<file path="config.mk">
export PLATFORM = sky130hd
export DESIGN_NAME = parser_ctrl
export DESIGN_NICKNAME = d
export VERILOG_FILES = /design/src/rtl/parser_ctrl.sv
export SDC_FILE = /design/constraint.sdc
export NUM_CORES = 1
export LEC_CHECK = 0
export CAP_MARGIN = 10
export CORE_ASPECT_RATIO = 1.2
export CORE_MARGIN = 4
export CORE_UTILIZATION = 51
export DETAILED_ROUTE_END_ITERATION = 12
export PLACE_DENSITY_LB_ADDON = 0.1
export REMOVE_ABC_BUFFERS = 1
export SLEW_MARGIN = 5
export SYNTH_ARGS = -nofsm -noshare
export SYNTH_HDL_FRONTEND = slang
export SYNTH_SLANG_ARGS = --single-unit
</file>
<file path="constraint.sdc">
create_clock -name i_clk -period 3.9 [get_ports i_clk]
set_input_delay 0.585 -clock i_clk [delete_from_list [all_inputs] [get_ports i_clk]]
set_output_delay 0.585 -clock i_clk [all_outputs]
set_load 0.1 [all_outputs]
</file>
<file path="src/rtl/parser_ctrl.sv">
// Assembles big-endian ITCH stream words into seven message registers for the parser.
// Optional statistics counters are built only when PARSER_CTRL_STATS_EN is defined.
module parser_ctrl #(
    parameter int REG_WIDTH = 32
) (
    input  logic                 i_clk,
    input  logic                 i_rst_n,
    input  logic [REG_WIDTH-1:0] i_data,
    input  logic                 i_valid,
    input  logic                 i_sof,
    output logic                 o_ready,
    output logic [REG_WIDTH-1:0] o_reg_1,
    output logic [REG_WIDTH-1:0] o_reg_2,
    output logic [REG_WIDTH-1:0] o_reg_3,
    output logic [REG_WIDTH-1:0] o_reg_4,
    output logic [REG_WIDTH-1:0] o_reg_5,
    output logic [REG_WIDTH-1:0] o_reg_6,
    output logic [REG_WIDTH-1:0] o_reg_7,
    output logic                 o_msg_valid,
    input  logic                 i_msg_ready,
    output logic [15:0]          o_msg_count,
    output logic [15:0]          o_err_count
);

    localparam logic [7:0] TYPE_ADD    = 8'h41;
    localparam logic [7:0] TYPE_CANCEL = 8'h58;
    localparam logic [7:0] TYPE_EXEC   = 8'h45;

    typedef enum logic [1:0] {IDLE, LOAD, DISCARD, PRESENT} state_t;

    state_t               state_reg;
    logic [2:0]           word_cnt_reg;
    logic [2:0]           exp_len_reg;
    logic                 ready_reg;
    logic                 valid_reg;
    logic [REG_WIDTH-1:0] msg_reg [1:7];

    logic                 beat;
    logic                 restart;
    logic                 load_word;
    logic [7:0]           type_byte;
    logic [2:0]           sof_len;
    logic [2:0]           word_cnt_inc;

    // A zero length marks an unknown message type.
    always_comb begin
        type_byte = i_data[REG_WIDTH-1 -: 8];
        case (type_byte)
            TYPE_ADD:    sof_len = 3'd7;
            TYPE_CANCEL: sof_len = 3'd3;
            TYPE_EXEC:   sof_len = 3'd4;
            default:     sof_len = 3'd0;
        endcase
    end

    assign beat         = i_valid && ready_reg;
    assign restart      = beat && i_sof;
    assign load_word    = beat && !i_sof && (state_reg == LOAD);
    assign word_cnt_inc = word_cnt_reg + 3'd1;

    always_ff @(posedge i_clk or negedge i_rst_n) begin
        if (!i_rst_n) begin
            for (int i = 1; i <= 7; i++) msg_reg[i] <= '0;
        end else if (restart) begin
            msg_reg[1] <= i_data;
            for (int i = 2; i <= 7; i++) msg_reg[i] <= '0;
        end else if (load_word) begin
            for (int i = 2; i <= 7; i++)
                if (word_cnt_reg == 3'(i - 1)) msg_reg[i] <= i_data;
        end
    end

    always_ff @(posedge i_clk or negedge i_rst_n) begin
        if (!i_rst_n) begin
            state_reg    <= IDLE;
            word_cnt_reg <= 3'd0;
            exp_len_reg  <= 3'd0;
            ready_reg    <= 1'b0;
            valid_reg    <= 1'b0;
        end else begin
            case (state_reg)
                PRESENT: begin
                    if (i_msg_ready) begin
                        state_reg    <= IDLE;
                        word_cnt_reg <= 3'd0;
                        ready_reg    <= 1'b1;
                        valid_reg    <= 1'b0;
                    end
                end
                default: begin
                    ready_reg <= 1'b1;
                    // A start-of-frame beat restarts assembly from any accepting state.
                    if (restart) begin
                        word_cnt_reg <= 3'd1;
                        exp_len_reg  <= sof_len;
                        state_reg    <= (sof_len != 3'd0) ? LOAD : DISCARD;
                    end else if (load_word) begin
                        word_cnt_reg <= word_cnt_inc;
                        if (word_cnt_inc == exp_len_reg) begin
                            state_reg <= PRESENT;
                            ready_reg <= 1'b0;
                            valid_reg <= 1'b1;
                        end
                    end
                end
            endcase
        end
    end

    assign o_ready     = ready_reg;
    assign o_msg_valid = valid_reg;
    assign o_reg_1     = msg_reg[1];
    assign o_reg_2     = msg_reg[2];
    assign o_reg_3     = msg_reg[3];
    assign o_reg_4     = msg_reg[4];
    assign o_reg_5     = msg_reg[5];
    assign o_reg_6     = msg_reg[6];
    assign o_reg_7     = msg_reg[7];

`ifdef PARSER_CTRL_STATS_EN
    logic [15:0] msg_cnt_reg;
    logic [15:0] err_cnt_reg;
    logic [1:0]  err_inc;
    logic        msg_inc;

    // An aborting start-of-frame with an unknown type costs two errors in one beat.
    always_comb begin
        err_inc = {1'b0, beat && !i_sof && (state_reg == IDLE)}
                + {1'b0, restart && (sof_len == 3'd0)}
                + {1'b0, restart && (state_reg == LOAD)};
        msg_inc = (state_reg == PRESENT) && i_msg_ready;
    end

    always_ff @(posedge i_clk or negedge i_rst_n) begin
        if (!i_rst_n) begin
            msg_cnt_reg <= 16'd0;
            err_cnt_reg <= 16'd0;
        end else begin
            if (msg_inc && msg_cnt_reg != 16'hFFFF)
                msg_cnt_reg <= msg_cnt_reg + 16'd1;
            if (err_cnt_reg > 16'hFFFF - {14'd0, err_inc})
                err_cnt_reg <= 16'hFFFF;
            else
                err_cnt_reg <= err_cnt_reg + {14'd0, err_inc};
        end
    end

    assign o_msg_count = msg_cnt_reg;
    assign o_err_count = err_cnt_reg;
`else
    assign o_msg_count = 16'd0;
    assign o_err_count = 16'd0;
`endif

endmodule

</file>
Yosys cells after proc, flatten, opt, wreduce, memory -nomap -nowiden
Cells that the tools add are included.
{"block": "totals", "wordCells": 84, "reg_bits": 234}
{"block": "op_classes", "reduce_logical": 27, "bitwise": 1, "n_eq_ne": 14, "addsub": 1, "mux": 29}
{"operator": "192-bit 2-to-1 mux", "n": 2}
{"operator": "32-bit 2-to-1 mux", "n": 6}
{"operator": "8-bit by 7-bit == test with 1-bit output, second input constant", "n": 3}
{"operator": "2-bit nonzero test", "n": 9}
{"operator": "2-bit AND reduction", "n": 8}
{"operator": "2-bit 2-to-1 mux", "n": 6}
{"operator": "3-bit 2-to-1 mux", "n": 4}
{"operator": "1-bit 2-to-1 mux", "n": 10}
{"operator": "3-bit == test, second input constant", "n": 3}
{"operator": "3-bit one-hot mux with 3 select lines", "n": 1}
{"operator": "3-bit nonzero test", "n": 3}
{"operator": "3-bit by 2-bit == test with 1-bit output, second input constant", "n": 2}
{"operator": "1-bit logical AND", "n": 4}
{"operator": "4-bit AND reduction", "n": 1}
{"operator": "3-bit by 1-bit adder with 3-bit output, second input constant", "n": 1}
{"operator": "3-bit by 1-bit == test with 1-bit output, second input constant", "n": 1}
{"operator": "3-bit == test", "n": 1}
{"operator": "3-bit AND reduction", "n": 1}
{"operator": "2-bit by 1-bit == test with 1-bit output, second input constant", "n": 1}
{"operator": "2-bit == test, second input constant", "n": 1}
{"operator": "2-bit by 1-bit inequality test with 1-bit output, second input constant", "n": 1}
{"operator": "2-bit inequality test, second input constant", "n": 1}
{"operator": "1-bit logical NOT", "n": 1}
{"operator": "1-bit inverter", "n": 1}

Logic depth before layout (Yosys ltp)
{"block": "depth", "ltp_word": 6, "mapped_depth": 8, "mapped_depth_nobuf": 6}

Worst setup path after synthesis
No wires, ideal clock.
{"block": "synth_path", "path_type": "reg2reg", "from": "register ready_reg (netlist: o_ready)", "to": "register msg_reg (netlist bit o_reg_7[11])", "path_stages_with_launch": 7, "setup_ns": 0.121, "period_less_slack_ns": 2.272, "slack_ns": 1.628, "t_arrival_ns": 2.150, "required_time_ns": 3.779, "cell_sequence": "dfrtp_1 > nand4b_4 > or3_1 > buf_6 > buf_8 > nand3_2 > o21ai_2"}
{"block": "synth_via", "elab_chain_cells": 5, "word_cells_on_any_way": 8, "classes_between": "1 x mux; 7 x reduce/logical"}
{"element": "start: declaration", "line_no": "34", "text": "logic ready_reg;"}
{"element": "start signal: assignment", "line_no": "78", "text": "ready_reg <= 1'b0;"}
{"element": "start signal: assignment", "line_no": "86", "text": "ready_reg <= 1'b1;"}
{"element": "start signal: assignment", "line_no": "91", "text": "ready_reg <= 1'b1;"}
{"element": "1-bit logical AND *", "line_no": "56", "text": "assign beat = i_valid && ready_reg;"}
{"element": "1-bit logical AND (2 in a row)", "line_no": "58", "text": "assign load_word = beat && !i_sof && (state_reg == LOAD);"}
{"element": "2-bit nonzero test (no line)"}
{"element": "2-bit AND reduction (no line)"}
{"element": "end signal: indexed assignment", "line_no": "69", "text": "if (word_cnt_reg == 3'(i - 1)) msg_reg[i] <= i_data;"}
{"element": "end: declaration", "line_no": "36", "text": "logic [REG_WIDTH-1:0] msg_reg [1:7];"}
Every way passes the cells marked *; elsewhere a longest branch is shown, timed or not.
A chain may end at the register's enable or synchronous reset.

Worst setup path in the final report
{"block": "layout_path", "from": "register ready_reg (netlist: o_ready)", "to": "output port o_ready"}
{"element": "end: declaration", "line_no": "11", "text": "output logic o_ready,"}
No word-level cell between the ends.

==> metrics.md <==
| Metric | Value |
|---|---|
| Residual DRC count | `0` |
| Area delta synth->final | `34.3%` |
| Slew headroom | `0.286` |
| H-tree Lvls | `1` |
| Clk Latency, worst-skew pair | `0.50 ns` |
| CP Cell Sequence | `clkdlybuf4s50_1` |
| Reg2Reg Depth | `5` |
| CP Data Required Time | `about 3.3 ns` |
| Final Instance Area | `roughly 13000 µm²` |
| Vias in the first global route | `7903` |
| CP bufs+invs | `1` |
| Multi-input gate area | `3450 µm²` |
| # diodes | `0` |
| Register bit total from synthesis | `233` |
| Peak VDD IR | `0.407 mV` |
| Syn Std Cell Area | `9780 µm²` |
| Reg-to-reg endpoint | `o_reg_3[21]` |
| Iter 0 DRT Violations | `647` |
| Synth Area per Inst | `9.17 µm²` |
| Leakage | `just over 6 nW` |
| Port-buffer cells | `262` |
| First-pass GRT wire length | `44500 µm` |
| Nets | `~1300` |
| Sequential cell area | `5830 µm²` |
| Total negative slack | `0 ns` |
| Hold_buf cts | `0` |
| Grt peak-use layer | `met2` |
| ANT nets after route | `0` |
| Critical path endpoint category | `primary output` |
| Initial antenna violation count | `0` |
| Syn Inst Count | `1067` |
| Final hold vios | `0` |
| Cell accounting for the most synthesized area | `dfrtp_1` |
| Total power | `5.52 mW` |
| Peak Freq | `361 MHz` |
| Slew Viols, Final | `0` |
| Async SR Flop Fraction | `1.00` |
| Routability Congestion | `slightly above 0.8` |
| Final setup fails | `0` |
| CTS buffer count | `23` |
| Distinct cells, synth | `48` |
| Register area share after synthesis | `0.596` |
| Routed vias | `8059` |
| Max Cap Violations | `0` |
| Die area | `21500 µm²` |
| RR Startpoint | `o_ready` |
| Post-CTS sizing | `0` |
| Post-detailed-route via-to-cell ratio | `5.15` |
| CP top delay family | `buffers and inverters` |
| Startpoint types | `register` |
| Core Rows | `55` |
| IO Count | `slightly below 300` |
| Grt met2 use | `0.417` |
| Routed WL | `roughly 28000 µm` |
| Top post-synthesis cells by area | `dfrtp_1 60%, nand2_1 18%, o21ai_0 3.8%` |
| Overall track demand over capacity in global routing | `0.256` |
| Worst-Margin Slew | `around 1.1 ns` |
| Worst Path Arrival | `2.19 ns` |
| Die Y-Extent | `160 µm` |
| RSZ-0062 raised after global routing | `false` |
| Pre-antenna DRT Iters | `5` |
| Critical-path top delay cell | `clkdlybuf4s50_1` |
| Post-CTS Repair Setup Buffers | `0` |
| Crit Path Category | `register to primary output` |
| Top-area cell type share of the netlist area | `0.596` |
| Area after DPL | `12400 µm²` |
| TritonCTS clock tree | `done` |
| Routed length per instance | `17.6 µm` |
| Total gr overflow | `0` |
| M3 GR Usage | `0.0504` |
| Yosys warns | `0` |
| Final min period | `2.77 ns` |
| Worst Skew | `between 0.01 and 0.015 ns` |
| Core Area | `18900 µm²` |
| Post-DP HPWL | `17900 µm` |
| R2r setup slk | `1.51 ns` |
| Clock buffer depth | `3` |
| Fillcell total | `1488` |
| Hold WS | `0.149 ns` |
| CP Depth | `1` |
| Pin count of the biggest net entering global routing | `120` |
| Clock transition at the registers of the reported paths | `0.06 ns` |
| Clock Tree Root | `clkbuf_16` |
| Starting density of the core | `0.519` |
| Peak per-stage delay on the critical path | `about 1.2 ns` |
| Clock tree sinks | `~230` |
| Share of cells above drive strength 1 | `0.0619` |
| Outcome | `complete, no violations` |
| Met1 Track Usage GR | `0.355` |
| HP Class | `input pin to async pin` |
| Final core utilization | `0.696` |
| Pwr Density | `420 nW/µm²` |
| CP Capture Point | `o_ready` |
| EDFF count, synth | `0` |
| CP max FO | `6` |
| Main flop type after synthesis | `dfrtp_1` |
| Crit. Startpoint | `o_ready` |
| Final period util | `0.711` |
| Die X | `134 µm` |
-- layout make-up --
class | instances | share of cell area
clock buffer | 36 | 0.0506
sequential | 233 | 0.444
inverter | 4 | 0.00114
multi-input combinational | 753 | 0.263
timing repair buffer | 279 | 0.214
clock inverter | 4 | 0.00372
tap | 256 | 0.0244
-- cell usage after synthesis (2+ instances only) --
cell	instances
nor3_4	3
buf_8	2
buf_2	34
o21ai_0	75
nor2b_1	2
nand3_2	16
dfrtp_1	233
buf_4	37
inv_1	4
buf_1	5
a21oi_1	46
nand2_1	462
o21ai_1	2
clkbuf_1	27
buf_6	2
nand3_1	73
nor3_1	3
and3_1	3
o21ai_2	5
ha_1	5
-- through the flow --
step,setup WS [ns],cells
after floorplan,-2.55,990
final,1.13,1565
after global placement,0.946,1525
after global routing,1.07,1565
after detailed placement,0.840,1525
after CTS,1.11,1565
-- per-layer routing --
layer	share of wire	up-vias
li1	-	3824
met1	0.41	3918
met2	0.49	272
met3	0.071	45
met4	0.028	0
met5	0	-
-- how the worst min path moves through the flow --
stage / startpoint / end / slack, ns / depth (start not counted)
CTS: i_rst_n / exp_len_reg[1] / 0.20 / 1
finish: i_rst_n / o_reg_5[28] / 0.15 / 1
floorplan: i_rst_n / exp_len_reg[1] / 0.29 / 0
global route: i_rst_n / o_reg_6[24] / 0.23 / 1
global placement: o_reg_1[3] / o_reg_1[3] / 0.46 / 2
detailed placement: o_reg_1[3] / o_reg_1[3] / 0.46 / 2
-- report_power, final --
| group | total, mW | internal (mW) | switching (mW) |
|---|---|---|---|
| combinational | 0.879 | 0.171 | 0.708 |
| sequential | 2.51 | 2.47 | 0.0409 |
| clock | 2.12 | 1.23 | 0.892 |
| total | 5.52 | 3.88 | 1.64 |
-- placed cells by master, fill, tap and decap left out, types with 5 or more instances in the layout --
cell,netlist,final
a21oi_1,46,46
buf_4,37,13
clkbuf_1,27,9
clkbuf_16,0,23
clkdlybuf4s50_1,0,261
conb_1,1,32
dfrtp_1,233,233
ha_1,5,5
nand2_1,462,462
nand3_1,73,71
nand3_2,16,17
o21ai_0,75,75
o21ai_2,5,5
-- cells by family after synthesis --
kind of cell	synth area share
AND/OR/NAND/NOR	0.253
adder cells (fa/ha/maj)	0.00640
flip-flops	0.596
multiplexers	0.00102
buffers and inverters	0.0655
other	0.000383
XOR/XNOR	0.000896
AO/OA/AOI/OAI	0.0766
Power figures use the tool's default switching activity.
